$ cat src/rtl/eth_pkg.sv
// Shared types and constants for the Ethernet receive buffer controller.
package eth_pkg;

  localparam int ETH_MIN_FRAME = 64;
  localparam int ETH_MAX_FRAME = 1522;
  localparam int ETH_LEN_W     = 12;
  localparam int ETH_BASE_W    = 16;

  typedef enum logic [1:0] {
    IDLE,
    RECV,
    DROP,
    COMMIT
  } eth_state_t;

  // Descriptor base is sized for the widest supported RAM (AW <= 16).
  typedef struct packed {
    logic [ETH_BASE_W-1:0] base;
    logic [ETH_LEN_W-1:0]  len;
  } eth_desc_t;

  // Saturating add used by the frame statistics counters.
  function automatic logic [15:0] sat_add(input logic [15:0] v, input logic [1:0] inc);
    logic [16:0] s;
    s = {1'b0, v} + 17'(inc);
    return s[16] ? 16'hFFFF : s[15:0];
  endfunction

endpackage

$ cat src/rtl/eth_desc_fifo.sv
// Small synchronous FIFO of committed packet descriptors; push and pop may
// happen in the same clock, and a push into a full FIFO is accepted only
// when a pop frees a slot in that same clock.
module eth_desc_fifo
  import eth_pkg::*;
#(
  parameter int DDEPTH = 4
) (
  input  logic      clk50,
  input  logic      rst,
  input  logic      push,
  input  logic      pop,
  input  eth_desc_t din,
  output eth_desc_t dout,
  output logic      full,
  output logic      empty
);

  localparam int IW = $clog2(DDEPTH);

  eth_desc_t     mem [DDEPTH];
  logic [IW-1:0] wr_idx;
  logic [IW-1:0] rd_idx;
  logic [IW:0]   count;
  logic          do_push;
  logic          do_pop;

  assign empty   = (count == '0);
  assign full    = (count == (IW+1)'(DDEPTH));
  assign do_pop  = pop && !empty;
  assign do_push = push && (!full || do_pop);
  assign dout    = mem[rd_idx];

  // Descriptor storage; contents are meaningless while empty, so no reset.
  always_ff @(posedge clk50) begin
    if (do_push) mem[wr_idx] <= din;
  end

  // Index and occupancy bookkeeping; indices wrap naturally (power-of-2 depth).
  always_ff @(posedge clk50 or posedge rst) begin
    if (rst) begin
      wr_idx <= '0;
      rd_idx <= '0;
      count  <= '0;
    end else begin
      if (do_push) wr_idx <= wr_idx + 1'b1;
      if (do_pop)  rd_idx <= rd_idx + 1'b1;
      case ({do_push, do_pop})
        2'b10:   count <= count + 1'b1;
        2'b01:   count <= count - 1'b1;
        default: count <= count;
      endcase
    end
  end

endmodule

$ cat src/rtl/eth_rx_buf_ctrl.sv
// Receive-side buffer controller: streams RMII frame bytes into an external
// circular packet RAM, commits good frames as descriptors and frees RAM
// space as the consumer releases packets.
module eth_rx_buf_ctrl
  import eth_pkg::*;
#(
  parameter int AW     = 12,
  parameter int DDEPTH = 4
) (
  input  logic                 clk50,
  input  logic                 rst,
  input  logic [7:0]           rx_data,
  input  logic                 rx_valid,
  input  logic                 rx_sop,
  input  logic                 rx_eop,
  input  logic                 rx_crc_ok,
  output logic                 wr_en,
  output logic [AW-1:0]        wr_addr,
  output logic [7:0]           wr_data,
  output logic                 pkt_ready,
  output logic [AW-1:0]        pkt_base,
  output logic [ETH_LEN_W-1:0] pkt_len,
  input  logic                 pkt_done,
  output logic [15:0]          ok_cnt,
  output logic [15:0]          drop_cnt,
  output logic [15:0]          err_cnt
);

  localparam logic [ETH_LEN_W-1:0] LEN_MIN = ETH_LEN_W'(ETH_MIN_FRAME);
  localparam logic [ETH_LEN_W-1:0] LEN_MAX = ETH_LEN_W'(ETH_MAX_FRAME);

  eth_state_t           state;
  eth_state_t           state_nxt;
  logic [AW-1:0]        wr_ptr;
  logic [AW-1:0]        rd_ptr;
  logic [AW-1:0]        tmp_ptr;
  logic [AW-1:0]        tmp_inc;
  logic [ETH_LEN_W-1:0] len;
  logic                 has_space;
  logic                 start_frame;
  logic                 store_byte;
  logic                 commit;
  logic                 inc_err;
  logic [1:0]           drop_inc;
  logic                 pop;
  logic                 fifo_full;
  logic                 fifo_empty;
  eth_desc_t            push_desc;
  eth_desc_t            head;

  // One byte is always kept free so that wr_ptr == rd_ptr can only mean empty.
  assign tmp_inc   = tmp_ptr + 1'b1;
  assign has_space = (tmp_inc != rd_ptr);

  assign push_desc = '{base: ETH_BASE_W'(wr_ptr), len: len};
  assign pop       = pkt_done && !fifo_empty;
  assign pkt_ready = !fifo_empty;
  assign pkt_base  = fifo_empty ? '0 : head.base[AW-1:0];
  assign pkt_len   = fifo_empty ? '0 : head.len;

  eth_desc_fifo #(
    .DDEPTH(DDEPTH)
  ) u_desc_fifo (
    .clk50(clk50),
    .rst  (rst),
    .push (commit),
    .pop  (pop),
    .din  (push_desc),
    .dout (head),
    .full (fifo_full),
    .empty(fifo_empty)
  );

  // Frame FSM state register.
  always_ff @(posedge clk50 or posedge rst) begin
    if (rst) state <= IDLE;
    else     state <= state_nxt;
  end

  // Next state and per-cycle datapath strobes; a new sop always restarts framing.
  always_comb begin
    state_nxt   = state;
    start_frame = 1'b0;
    store_byte  = 1'b0;
    commit      = 1'b0;
    inc_err     = 1'b0;
    drop_inc    = 2'd0;
    if (rx_sop && state != COMMIT) begin
      if (state != IDLE) drop_inc = 2'd1;
      if (fifo_full) begin
        state_nxt = DROP;
        drop_inc  = drop_inc + 2'd1;
      end else begin
        state_nxt   = RECV;
        start_frame = 1'b1;
      end
    end else begin
      case (state)
        RECV: begin
          if (rx_eop) begin
            if (rx_crc_ok && len >= LEN_MIN) begin
              state_nxt = COMMIT;
            end else begin
              state_nxt = IDLE;
              inc_err   = 1'b1;
            end
          end else if (rx_valid) begin
            if (has_space && len < LEN_MAX) begin
              store_byte = 1'b1;
            end else begin
              state_nxt = DROP;
              drop_inc  = 2'd1;
            end
          end
        end
        DROP: begin
          if (rx_eop) state_nxt = IDLE;
        end
        COMMIT: begin
          commit    = 1'b1;
          state_nxt = IDLE;
        end
        default: state_nxt = state;
      endcase
    end
  end

  // RAM write port, frame pointers and release of consumed packets.
  always_ff @(posedge clk50 or posedge rst) begin
    if (rst) begin
      wr_en   <= 1'b0;
      wr_addr <= '0;
      wr_data <= '0;
      wr_ptr  <= '0;
      rd_ptr  <= '0;
      tmp_ptr <= '0;
      len     <= '0;
    end else begin
      wr_en <= store_byte;
      if (store_byte) begin
        wr_addr <= tmp_ptr;
        wr_data <= rx_data;
        tmp_ptr <= tmp_inc;
        len     <= len + 1'b1;
      end
      if (start_frame) begin
        tmp_ptr <= wr_ptr;
        len     <= '0;
      end
      if (commit) wr_ptr <= tmp_ptr;
      if (pop)    rd_ptr <= AW'(head.base + ETH_BASE_W'(head.len));
    end
  end

  // Saturating frame statistics.
  always_ff @(posedge clk50 or posedge rst) begin
    if (rst) begin
      ok_cnt   <= '0;
      drop_cnt <= '0;
      err_cnt  <= '0;
    end else begin
      if (commit)          ok_cnt   <= sat_add(ok_cnt, 2'd1);
      if (drop_inc != '0)  drop_cnt <= sat_add(drop_cnt, drop_inc);
      if (inc_err)         err_cnt  <= sat_add(err_cnt, 2'd1);
    end
  end

endmodule
$ cat config.mk
export PLATFORM = sky130hd
export DESIGN_NAME = eth_rx_buf_ctrl
export DESIGN_NICKNAME = d
export VERILOG_FILES = /design/src/rtl/eth_pkg.sv /design/src/rtl/eth_desc_fifo.sv /design/src/rtl/eth_rx_buf_ctrl.sv
export SDC_FILE = /design/constraint.sdc
export NUM_CORES = 1
export LEC_CHECK = 0
export ABC_AREA = 1
export CORE_ASPECT_RATIO = 0.6
export CORE_MARGIN = 1
export CORE_UTILIZATION = 50
export DETAILED_ROUTE_END_ITERATION = 12
export PLACE_DENSITY_LB_ADDON = 0.3
export SLEW_MARGIN = 20
export SYNTH_ARGS = -nofsm -noshare
export SYNTH_HDL_FRONTEND = slang
export SYNTH_HIERARCHICAL = 1
export SYNTH_SLANG_ARGS = --single-unit
export TNS_END_PERCENT = 5
$ cat constraint.sdc
create_clock -name clk50 -period 3.5 [get_ports clk50]
set_input_delay 0.35 -clock clk50 [delete_from_list [all_inputs] [get_ports clk50]]
set_output_delay 0.35 -clock clk50 [all_outputs]
set_load 0.005 [all_outputs]
# [Yosys cells after proc, flatten, opt, wreduce, memory -nomap -nowiden]
# Memories as Yosys holds them, arrays and structs flattened.
# Index checks and enable logic that the tools add are counted.
# Widths: inputs -> output; s select.
[word_totals] register_bits=126 wordCells=96 output_inout_bits=94 ramBits=96 inputBits=15 romBits=0 latch_bits=0 mem_count=1
[classes] magnitude_cmp=2 n_eq_ne=11 addsub=11 multipliers=0 div=0 muxes=41 bitwise=0 n_reduce_logical=16 shift=0
[mem_list] memory="u_desc_fifo.mem" words=4 width=24 rd=1 rd_clocked_by_memory_dff=0 wr=1 line_no="eth_desc_fifo.sv:21" text="eth_desc_t mem [DDEPTH];"
[op_table] operator="$mux 12" n=6
[op_table] operator="$mux 16" n=3
[op_table] operator="$add 16x1->17 const B" n=2
[op_table] operator="$add 12x1->12 const B" n=2
[op_table] operator="$mux 1" n=20
[op_table] operator="$mux 2" n=10
[op_table] operator="$add 16x2->17" n=1
[op_table] operator="$add 12x12->12" n=1
[op_table] operator="$ge 12x7->1 const B" n=1
[op_table] operator="$lt 12x11->1 const B" n=1
[op_table] operator="$ne 12x12->1" n=1
[op_table] operator="$ne 4x4->1 const B" n=2
[op_table] operator="$reduce_bool 2->1" n=4
[op_table] operator="$add 2x1->2 const B" n=3
[op_table] operator="$eq 2x2->1 const B" n=3
[op_table] operator="$logic_and 1x1->1" n=6
[op_table] operator="$pmux 2 s3" n=1
[op_table] operator="$pmux 3 s2" n=1
[op_table] operator="$eq 2x1->1 const B" n=2
[op_table] operator="$reduce_and 4->1" n=1
[op_table] operator="$reduce_bool 4->1" n=1
[op_table] operator="$add 3x1->3 const B" n=1
[op_table] operator="$eq 3x3->1 const B" n=1
[op_table] operator="$logic_not 3->1" n=1
[op_table] operator="other kinds (5)" n=6

# [Logic depth before layout (Yosys ltp)]
# Gate-level depths: netlist of run 1.
[depth] ltp_word=10 ltp_mapped=28 mapped_depth_nobuf=27

# [By module]
# Netlist of run 1, hierarchy kept.
[by_module_without_submodules] mod="eth_rx_buf_ctrl" n_inst=1 area_each_um2=7111.8 cells_each=976 seq_area_each_um2=2977.9
[by_module_without_submodules] mod="eth_desc_fifo" n_inst=1 area_each_um2=4573.1 cells_each=327 seq_area_each_um2=3538.4

# [Worst setup path after synthesis of run 1]
# OpenSTA, ideal clock, no wires.
[synth_path] path_kind="reg-to-reg" startpoint="register tmp_ptr[0]" endpoint="register drop_cnt[14]" n_path_buf=1 synth_period_minus_slack_ns=3.665 required_time_ns=3.434 stages_incl_launch_ff=28 path_slack_ns=-0.165 arrival_ns=3.599 setup_ns=0.066 cell_sequence="dfrtp_1 > ha_1 > nand3_1 > nor2_2 > nand2_1 > nand2_1 > nand2_1 > nand2_1 > nand2_1 > nor2_1 > nand3_2 > nand2_2 > nand2_4 > buf_2 > nand2_1 > ha_1 > inv_1 > fa_1 > nor3_2 > nand3_1 > nor2_1 > nand3_1 > nor3_1 > xor2_1 > inv_1 > nand2_1 > nand2_1 > nand2_1"
[synth_between] elab_chain_cells=10 word_cells_on_any_way=11 classes_between="2 x add/sub; 1 x eq/ne; 6 x mux; 2 x reduce/logical"
[synth_lines] element="from (decl)" line_no="eth_rx_buf_ctrl.sv:36" text="logic [AW-1:0] tmp_ptr;"
[synth_lines] element="from (signal assigned)" line_no="eth_rx_buf_ctrl.sv:143" text="tmp_ptr <= tmp_inc;"
[synth_lines] element="from (signal assigned)" line_no="eth_rx_buf_ctrl.sv:147" text="tmp_ptr <= wr_ptr;"
[synth_lines] element="$add 12x1->12 (*)" line_no="eth_rx_buf_ctrl.sv:52" text="assign tmp_inc = tmp_ptr + 1'b1;"
[synth_lines] element="$ne 12x12->1 (*)" line_no="eth_rx_buf_ctrl.sv:53" text="assign has_space = (tmp_inc != rd_ptr);"
[synth_lines] element="$logic_and 1x1->1 (*)" line_no="eth_rx_buf_ctrl.sv:108" text="if (has_space && len < LEN_MAX) begin"
[synth_lines] element="$mux 1 (*)" line_no="eth_rx_buf_ctrl.sv:108"
[synth_lines] element="$mux 1 (*)" line_no="eth_rx_buf_ctrl.sv:107" text="end else if (rx_valid) begin"
[synth_lines] element="$mux 1 (*)" line_no="eth_rx_buf_ctrl.sv:100" text="if (rx_eop) begin"
[synth_lines] element="$mux 1 (*)" line_no="eth_rx_buf_ctrl.sv:98" text="case (state)"
[synth_lines] element="$mux 2 (*)" line_no="eth_rx_buf_ctrl.sv:88" text="if (rx_sop && state != COMMIT) begin"
[synth_lines] element="$add 16x2->17" line_no="eth_pkg.sv:25" text="s = {1'b0, v} + 17'(inc);"
[synth_lines] element="$mux 16" line_no="eth_pkg.sv:26" text="return s[16] ? 16'hFFFF : s[15:0];"
[synth_lines] element="to (signal assigned)" line_no="eth_rx_buf_ctrl.sv:163" text="if (drop_inc != '0) drop_cnt <= sat_add(drop_cnt, drop_inc);"
[synth_lines] element="to (decl)" line_no="eth_rx_buf_ctrl.sv:25" text="output logic [15:0] drop_cnt,"
# Mark *: on every way between the ends. The rest lies on a longest branch, timed or not.
# A chain may end at the register's enable or synchronous reset.

# [Final worst setup path of run 1]
# Ends and elaborated chain as after synthesis.

==> summary.md, run 1 <==
| Metric | Value |
|---|---|
| Leakage | 5.94 nW |
| Share of layout cells above drive strength 1 | 0.0929 |
| Via count | ~9200 |
| Slowest-stage cell, CP | dfrtp_2 |
| DRT Pass-1 Iters | 5 |
| Gr ovfl total | 0 |
| Final ANT Viol Nets | 0 |
| I/O Buffers | 108 |
| Syn. warnings | 6 |
| Max Cap Violations | 0 |
| Starting Density | 0.519 |
| Clock slew at reported path FFs | around 70 ps |
| Sw Ratio | 0.402 |
| Most frequent CP cell | nand2_1 |
| Final wirelength | 28500 µm |
| Slew headroom | 0.541 |
| FF-to-FF setup slack | around 140 ps |
| Final period util | 0.961 |
| Row cnt | 41 |
| Synth Area per Inst | 8.77 µm² |
| Final Setup Violations | 0 |
| Arr. time, crit path | 3820 ps |
| Clock Latency Late Sink | roughly 520 ps |
| Clk sink count | 222 |
| H-tree depth | 1 |
| Number of antenna violations at the first check in global routing | 0 |
| Comb pwr share | 0.447 |
| Hold buffers post-CTS | 0 |
| Peak supply drop | 528 µV |
| P per Cell Area | 832 mW/mm² |
| WP buf/inv | 2 |
| Worst path depth | 26 |
| Largest delay share family, worst path | simple AND/OR/NAND/NOR gates |
| CP endpoint | drop_cnt[14]$_DFFE_PP0P_ |
| CP Launch Type | register |
| Proportion of power drawn by the clock network | 0.218 |
| Placed Area | between 0.01 and 0.015 mm² |
| Fmax | around 0.30 GHz |
| Post-DP HPWL | 19900 µm |
| CTS tree | done |
| Vias in the first global route | 8222 |
| GPL Wtd Cong | 0.919 |
| Slew Limit Fails | 0 |
| RSZ-0062 raised after global routing | true |
| Post-synthesis cell count | 1266 |
| # DRC | 0 |
| Post-route cell area | 0.0135 mm² |
| Status | completed |
| HP Class | input pin to async pin |
| R2R cell count | 26 |
| Reg-to-Reg End | drop_cnt[14]$_DFFE_PP0P_ |
| Hold Vio Cnt, Final | 0 |
| Post-layout min period | 3360 ps |
| Num CTS Buffers | 22 |
| Worst Path Required | 3960 ps |
| Critical path peak fanout | 5 |
| Wire per inst | approximately 17 µm |
| Largest net degree at the start of global routing | 46 |
| Internal | 0.00673 W |
| Vias per Instance | between 5 and 6 |
| N_diodes | 0 |
| Nets | 1437 |
| Design Power | 0.0113 W |
| DR iter-0 viols | between 1000 and 1500 |
| Die width | between 150 and 200 µm |
| Gr usage total | 0.250 |
| R2r startpoint | tmp_ptr[0]$_DFFE_PP0P_ |
| Synthesized Nets | approximately 1300 |
| Root Driver | clkbuf_16 |
| Kind of critical path | register to register |
| P_sw | 0.00452 W |
| Max clock buf depth | 3 |
| Die area | 0.0228 mm² |
| Die H | 117 µm |
| CP Capture Type | register |
| Post-synth design cell area | about 0.011 mm² |
| Worst clock skew | ~18 ps |
| Worst path max stage delay | 420 ps |
| Area delta synth->final | 21.8% |
| Core area | around 0.021 mm² |
| Share of power burned in registers | 0.335 |
| Measured slew at the worst slew-check pin | 682 ps |
| First-pass GRT wire length | ~45000 µm |
| # IOs | 109 |
| CP Launch Point | tmp_ptr[0]$_DFFE_PP0P_ |
## layout make-up
cell class                      instances  area [µm²]
Clock inverter                         10         118
Tap cell                              279         349
Inverter                              144         549
Sequential cell                       222        6040
Clock buffer                           28         634
Timing Repair Buffer                  148        1410
Multi-Input combinational cell        858        4430
Fill cell                            1780        7870
## worst register-to-register path, cell delays in order (launching register included)
cell	delay (ps)
dfrtp_2	420
ha_4	200
nand3_1	90
nand2_1	120
nand2_2	70
nand2_1	60
nand2_1	60
nor2_1	90
nand2_1	70
nor2_2	130
nand3_2	100
nand2_2	110
nand2_4	60
nand2_4	60
ha_4	130
inv_2	40
fa_2	420
nor3_4	190
nand3_2	130
nor2_4	140
nand3_2	70
nor3_2	180
xor2_1	160
inv_1	50
nand2_1	50
nand2_1	50
nand2_1	70
## routing by layer
layer | share of wire | track usage | up-vias | wire length, µm
met3 | 0.10 | 0.0489 | 38 | 2870
li1 | - | - | 4443 | -
met2 | 0.38 | 0.327 | 437 | 10800
met1 | 0.51 | 0.419 | 4233 | 14400
met4 | 0.014 | 0.0456 | 0 | 399
met5 | 0 | 0 | - | 0
## how the worst min path moves through the flow
| stage | from | endpoint | cells past startpoint |
|---|---|---|---|
| 3_3_place_gp | wr_data[6]$_DFFE_PP0P_ | wr_data[6]$_DFFE_PP0P_ | 2 |
| 2_1_floorplan | rst | u_desc_fifo/count[0]$_DFFE_PP0P_ | 1 |
| 6_report | rst | u_desc_fifo/wr_idx[1]$_DFFE_PP0P_ | 2 |
| 4_1_cts | rst | u_desc_fifo/wr_idx[1]$_DFFE_PP0P_ | 2 |
| 3_5_place_dp | wr_data[4]$_DFFE_PP0P_ | wr_data[4]$_DFFE_PP0P_ | 2 |
| 5_1_grt | rst | u_desc_fifo/wr_idx[1]$_DFFE_PP0P_ | 2 |
## state kept, by name, indices dropped and copies added (netlist names), 3 cells and up
signal	flops
wr_addr	12
rd_ptr	12
len	12
wr_data	8
drop_cnt	16
tmp_ptr	12
u_desc_fifo/count	3
wr_ptr	12
ok_cnt	16
u_desc_fifo/mem	96
err_cnt	16
## metrics by stage
step | util | hold slack, ps | setup WS [ps] | TNS, ps | std cells
floorplan | - | 153 | 15.9 | 0 | 1266
CTS | 0.624 | 165 | 2.27 | 0 | 1682
global placement | 0.589 | 462 | 104 | 0 | 1644
finish | 0.632 | 169 | 138 | 0 | 1689
detailed placement | 0.589 | 469 | 0.684 | 0 | 1644
global route | 0.632 | 199 | -85.1 | -111 | 1689
## power by group through the flow
| stage | clock, W | combinational, W | sequential [W] |
|---|---|---|---|
| global route | 0.00259 | 0.00556 | 0.00383 |
| floorplan | 0 | 0.00297 | 0.00364 |
| finish | 0.00245 | 0.00503 | 0.00377 |
| CTS | 0.00250 | 0.00487 | 0.00373 |
| global placement | 0 | 0.00475 | 0.00376 |
| detailed placement | 0 | 0.00482 | 0.00376 |
## what timing repair did
| action | 4_1_cts | 5_1_grt |
|---|---|---|
| endpoints found under the setup margin | 0 | 16 |
| resized for setup | 0 | 36 |
| buffers inserted | 0 | 7 |
## cell usage in the layout (no fill, tap or decap), types with 10 or more instances in the layout
master and instances:
inv_1 136, nor3_1 16, a21oi_1 22, xor2_1 30, clkdlybuf4s50_1 108, buf_4 38, nor2_2 10, clkbuf_16 23
ha_1 21, edfxtp_1 96, nand2_1 279, o22ai_1 24, o21ai_0 113, o21ai_1 26, nand4_1 28, nor2_1 156
dfrtp_1 121, nand3_1 67
Note: power is estimated with default switching activity, not from simulation.
==> inputs of run 2 (changes only) <==
==> constraint.sdc (replaced) <==
create_clock -name clk50 -period 3.79 [get_ports clk50]
set_input_delay 0.379 -clock clk50 [delete_from_list [all_inputs] [get_ports clk50]]
set_output_delay 0.379 -clock clk50 [all_outputs]
set_load 0.005 [all_outputs]
==> run 2 against run 1 <==
Power decreased by 10%; combinational power decreased by 9.1%; final cell count decreased by 0.65%; worst setup slack improved by 210 ps; count of clock-buffer cells in the layout decreased by 2; die area unchanged; routed wire length decreased by 1.3%; first-iteration DRC count decreased by 21%.
==> summary.md, run 2 (synthesized netlist as in run 1, its figures left out) <==
| Metric | Value |
|---|---|
| Hold Vio Cnt, Final | 0 (unchanged) |
| Post-route cell area | 0.0133 mm² (-2.0%) |
| Starting Density | 0.519 (unchanged) |
| Final ANT Viol Nets | 0 (unchanged) |
| DRT Pass-1 Iters | 5 (unchanged) |
| Critical path peak fanout | 5 (unchanged) |
| Die H | 117 µm (unchanged) |
| Wire per inst | 16.8 µm (-0.64%) |
| DR iter-0 viols | 883 (-21%) |
| Number of antenna violations at the first check in global routing | 0 (unchanged) |
| Core area | 0.0214 mm² (unchanged) |
| Final Setup Violations | 0 (unchanged) |
| Slew Limit Fails | 0 (unchanged) |
| Clk sink count | 222 (unchanged) |
| Non-Filler Instances | 1678 (-0.65%) |
| Measured slew at the worst slew-check pin | 795 ps (+113 ps) |
| N_diodes | 0 (unchanged) |
| Most frequent cells in the layout | nand2_1, nor2_1, inv_1, dfrtp_1, o21ai_0 |
| Post-DP HPWL | 19600 µm (-1.6%) |
| Vias in the first global route | 8214 (-0.097%) |
| Clock slew at reported path FFs | 70 ps (about the same) |
| GPL Wtd Cong | 0.929 (+1.1%) |
| P per Cell Area | 764 mW/mm² (-8.2%) |
| Slew headroom | 0.470 (-0.0711) |
| Largest net degree at the start of global routing | 62 (+35%) |
| FF-to-FF setup slack | 350 ps (+210 ps) |
| Placed Cells incl. Taps | 1640 (-0.24%) |
| Share of layout cells above drive strength 1 | 0.0679 (-0.0250) |
| Max FFs per register | 96 (unchanged) |
| Fmax | 0.290 GHz (-2.4%) |
| Max Cap Violations | 0 (unchanged) |
| Most common cell after layout, fill and taps aside | nand2_1 |
| Worst clock skew | 16.7 ps (-1.02 ps) |
| Nets | 1425 (-0.84%) |
| Num CTS Buffers | 21 (-4.5%) |
| Final period util | 0.909 (-0.0519) |
| Row cnt | 41 (unchanged) |
| CP Launch Type | register |
| CTS tree | done |
| Final wirelength | 28100 µm (-1.3%) |
| Vias per Instance | 5.40 (-0.26%) |
| Fill cell count | 1801 (+1.2%) |
| Status | completed |
| Kind of critical path | register to register |
| Via count | 9068 (-0.91%) |
| # DRC | 0 (unchanged) |
| Worst Path Required | 4240 ps (+280 ps) |
| Arr. time, crit path | 3890 ps (+70 ps) |
| HP Class | input pin to async pin |
| Peak supply drop | 397 µV (-25%) |
| Die width | 194 µm (unchanged) |
| Post CTS Setup Buffer Count | 0 (unchanged) |
| Placed Area | 0.0125 mm² (-0.46%) |
| Gr ovfl total | 0 (unchanged) |
| CP Capture Type | register |
| Gr usage total | 0.253 (+0.00318) |
| Post-layout min period | 3440 ps (+81.8 ps) |
| Area delta synth->final | 19.3% |
| Leakage | 5.83 nW (-1.9%) |
| Die area | 0.0228 mm² (unchanged) |
| Max clock buf depth | 3 (unchanged) |
| # IOs | 109 (unchanged) |
| H-tree depth | 1 (unchanged) |
| First-pass GRT wire length | 45500 µm (+1.0%) |
| Root Driver | clkbuf_16 |
| I/O Buffers | 108 (unchanged) |
| Reg with most FFs | u_desc_fifo/mem |
| Clock Latency Late Sink | 510 ps (about the same) |
==> run 2: cell count changes in the layout (fill, tap and decap cells not counted), sizes merged <==
cell    before  now
buf         40   29
clkinv       7    8
clkbuf      28   26
inv        144  145
==> run 2: report_power, final <==
group	switching, W	total, W	internal (W)	leakage [nW]
clock network	0.000905	0.00210	0.00120	0.336
registers	0.000422	0.00345	0.00303	2.57
logic	0.00276	0.00457	0.00181	2.93
==> run 2: timing repair <==
| action | 4_1_cts | 5_1_grt |
|---|---|---|
| hold buffers | 0 | 0 |
| setup endpoints to repair | 0 | 1 |
| resized for setup | 0 | 6 |
==> run 2: worst paths after layout <==
| check | cells past startpoint | startpoint | end |
|---|---|---|---|
| min in group clk50 | 3 | rx_data[3] | wr_data[3]$_DFFE_PP0P_ |
| worst max-delay path | 26 | tmp_ptr[0]$_DFFE_PP0P_ | drop_cnt[14]$_DFFE_PP0P_ |
| max in group asynchronous | 3 | rst | drop_cnt[3]$_DFFE_PP0P_ |
| worst max register to register | 26 | tmp_ptr[0]$_DFFE_PP0P_ | drop_cnt[14]$_DFFE_PP0P_ |
| worst min-delay path | 2 | rst | u_desc_fifo/rd_idx[1]$_DFFE_PP0N_ |
| worst min register to register | 2 | wr_data[4]$_DFFE_PP0P_ | wr_data[4]$_DFFE_PP0P_ |
==> run 2: per-stage QoR <==
step	utilization	power (W)	hold slack (ps)	worst slack, ps	setup TNS (ps)
6_report	0.619	0.0101	228	346	0
5_1_grt	0.619	0.0108	265	-22.0	-22.0
4_1_cts	0.618	0.0101	217	130	0
3_5_place_dp	0.587	0.00793	465	121	0
3_3_place_gp	0.587	0.00784	469	260	0
2_1_floorplan	-	0.00610	182	125	0
==> run 2: cell type report <==
type | count | area, µm² | area share
clock buffer | 26 | 564 | 0.0426
clock inverter | 12 | 114 | 0.00859
inverter | 144 | 546 | 0.0412
multi-input combinational | 858 | 4330 | 0.327
sequential | 222 | 6040 | 0.455
tap | 279 | 349 | 0.0263
timing repair buffer | 137 | 1310 | 0.0990
==> run 2: routing by layer <==
layer / vias up / share of wire / wire length [µm] / GRT usage
li1: 4422 / - / - / -
met1: 4233 / 0.51 / 14400 / 0.426
met3: 35 / 0.090 / 2520 / 0.0480
met2: 378 / 0.38 / 10700 / 0.328
met4: 0 / 0.017 / 465 / 0.0491
met5: - / 0 / 0 / 0
==> run 2: worst max-delay path, stage by stage (launching register included) <==
cell,delay (ps)
dfrtp_1,410
ha_2,250
nand3_2,140
nor2_4,140
nand2_1,60
nand2_1,70
nand2_1,80
nand2_1,60
nand2_1,50
nor2_1,120
nand3_2,110
nand2_2,100
nand2_4,50
nand2_1,60
ha_1,170
inv_1,60
fa_1,400
nor3_2,180
nand3_2,130
nor2_2,160
nand3_1,100
nor3_2,140
xor2_1,160
inv_1,50
nand2_1,50
nand2_1,50
nand2_1,60
==> inputs of run 3 (changes only) <==
--- a/config.mk
+++ b/config.mk
@@ -5,10 +5,11 @@
 export SDC_FILE = /design/constraint.sdc
 export NUM_CORES = 1
 export LEC_CHECK = 0
-export ABC_AREA = 1
+export ABC_AREA = 0
 export CORE_ASPECT_RATIO = 0.6
 export CORE_MARGIN = 1
 export CORE_UTILIZATION = 50
+export CTS_CLUSTER_SIZE = 25
 export DETAILED_ROUTE_END_ITERATION = 12
 export PLACE_DENSITY_LB_ADDON = 0.3
 export SLEW_MARGIN = 20
==> run 3 against run 2 <==
Final cell count down 20%; largest power group is now sequential cells; sequential share of layout area increased by 0.71 points; combinational power fell by 88%; worst setup slack worse by 230 ps.
==> summary.md, run 3 <==
| Metric | Value |
|---|---|
| Status | completed |
| Post-synthesis cell count | 916 (-28%) |
| Area delta synth->final | 23.4% |
| Final wirelength | 25600 µm (-9.1%) |
| Worst clock skew | 21.5 ps (+4.80 ps) |
| Clock slew at reported path FFs | 70 ps (about the same) |
| # DRC | 0 (unchanged) |
| Final ANT Viol Nets | 0 (unchanged) |
| GPL Wtd Cong | 0.930 (about the same) |
| Max Cap Violations | 0 (unchanged) |
| CP Launch Type | register |
| Die width | 190 µm (-2.4%) |
| Setup WS pre-CTS | 23.3 ps (-97.8 ps) |
| CP Capture Type | register |
| DRT Pass-1 Iters | 7 (+2) |
| Die H | 115 µm (-2.3%) |
| Via count | 7639 (-16%) |
| Final worst slack | 115 ps (-231 ps) |
| Clock Latency Late Sink | 510 ps (about the same) |
| Critical path peak fanout | 5 (unchanged) |
| Worst Path Required | 4180 ps (-60 ps) |
| Most frequent cells in the layout | nand2_1, dfrtp_1, clkdlybuf4s50_1, edfxtp_1, nor2_1 |
| Wire per inst | 19.0 µm (+13%) |
| Vias per Instance | 5.68 (+5.1%) |
| Nets | 1099 (-23%) |
| N_diodes | 0 (unchanged) |
| Post-layout min period | 3680 ps (+231 ps) |
| FF-to-FF setup slack | 110 ps (-230 ps) |
| Fin Hold WS | 234 ps (+5.92 ps) |
| Hold Vio Cnt, Final | 0 (unchanged) |
| DR iter-0 viols | 634 (-28%) |
| Fin Setup TNS | 0 ps (unchanged) |
| HP Class | input pin to async pin |
| Clk sink count | 222 (unchanged) |
| Most common cell after layout, fill and taps aside | nand2_1 |
| I/O Buffers | 108 (unchanged) |
| Post-DP HPWL | 17600 µm (-10%) |
| Slew Limit Fails | 0 (unchanged) |
| Row cnt | 40 (-2.4%) |
| Synth Area per Inst | 11.6 µm² (+32%) |
| P per Cell Area | 421 mW/mm² (-45%) |
| H-tree depth | 1 (unchanged) |
| Reg with most FFs | u_desc_fifo/mem |
| Hold buffers post-CTS | 0 (unchanged) |
| Max FFs per register | 96 (unchanged) |
| Post-synth design cell area | 0.0106 mm² (-4.7%) |
| Syn. warnings | 6 (unchanged) |
| # IOs | 109 (unchanged) |
| Share of layout cells above drive strength 1 | 0.152 (+0.0841) |
| Fill cell count | 1538 (-15%) |
| Slew headroom | 0.518 (+0.0478) |
| Gr usage total | 0.243 (-0.0101) |
| Root Driver | clkbuf_16 |
| Max clock buf depth | 3 (unchanged) |
| Multi-input logic area | 0.00429 mm² (-1.1%) |
| Die area | 0.0218 mm² (-4.6%) |
| Core area | 0.0204 mm² (-4.8%) |
| Num CTS Buffers | 21 (unchanged) |
| Arr. time, crit path | 4060 ps (+170 ps) |
| Design Power | 0.00549 W (-46%) |
| Vias in the first global route | 7330 (-11%) |
| RSZ-0062 raised after global routing | true |
| CTS tree | done |
| Gr ovfl total | 0 (unchanged) |
| Final period util | 0.970 (+0.0611) |
| Measured slew at the worst slew-check pin | 723 ps (-71.7 ps) |
| Final Setup Violations | 0 (unchanged) |
| Starting Density | 0.520 (about the same) |
| Peak supply drop | 287 µV (-28%) |
| First-pass GRT wire length | 40700 µm (-11%) |
| Leakage | 5.47 nW (-6.2%) |
| Kind of critical path | register to register |
| Largest net degree at the start of global routing | 69 (+11%) |
| Register Area | 0.00604 mm² (about the same) |
| Synthesized Nets | 957 (-27%) |
| Number of antenna violations at the first check in global routing | 0 (unchanged) |
| Fmax | 0.272 GHz (-6.3%) |
## run 3: routing by layer
layer | part of all wire | vias up | global-route usage
met1 | 0.49 | 3745 | 0.396
met5 | 0 | - | 0
met4 | 0.012 | 0 | 0.0441
li1 | - | 3557 | -
met3 | 0.097 | 25 | 0.0487
met2 | 0.40 | 312 | 0.331
## run 3: per-stage QoR
| step | instance area, µm² | util | instances |
|---|---|---|---|
| after detailed placement | 12200 | 0.599 | 1303 |
| after floorplan | 10600 | - | 916 |
| final | 13100 | 0.641 | 1345 |
| after global routing | 13100 | 0.641 | 1345 |
| after global placement | 12200 | 0.599 | 1303 |
| after CTS | 12900 | 0.635 | 1340 |
## run 3: final timing paths
check / start / to / depth (start not counted)
max: tmp_ptr[0]$_DFFE_PP0P_ / drop_cnt[14]$_DFFE_PP0P_ / 16
min: rst / u_desc_fifo/count[1]$_DFFE_PP0P_ / 2
max reg2reg: tmp_ptr[0]$_DFFE_PP0P_ / drop_cnt[14]$_DFFE_PP0P_ / 16
min reg2reg: wr_addr[0]$_DFFE_PP0P_ / wr_addr[0]$_DFFE_PP0P_ / 2
max in group asynchronous: rst / drop_cnt[15]$_DFFE_PP0P_ / 3
min in group clk50: rx_data[5] / wr_data[5]$_DFFE_PP0P_ / 3
## run 3: final cells by class
cell class                      count  share of cell area
Sequential cell                   222               0.463
Clock buffer                       28              0.0445
Inverter                           44              0.0128
Clock inverter                      9              0.0111
Tap cell                          273              0.0262
Timing Repair Buffer              157               0.115
Multi-Input combinational cell    612               0.328
## run 3: timing repair
item / in CTS / in global routing
buffers inserted: 0 / 5
setup endpoints to repair: 1 / 17
cloned: 0 / 0
resized for setup: 1 / 24
pin swaps: 0 / 7
## run 3: report_power, final
group / total (W) / internal [W] / switching, W
Sequential: 0.00272 / 0.00260 / 0.000116
Combinational: 0.000542 / 0.000299 / 0.000243
Clock: 0.00223 / 0.00135 / 0.000883
## run 3: worst max-delay path: stages (launching register included)
cell and delay (ps):
dfrtp_1 430, buf_4 150, buf_4 130, and3_1 160, a311oi_2 260, nand4_1 200
nor4b_4 370, nor2_1 70, o21ai_1 130, ha_2 190, inv_1 50, fa_2 340
nor2_2 110, nand4_1 180, buf_6 190, nor4b_2 230, mux2_2 360
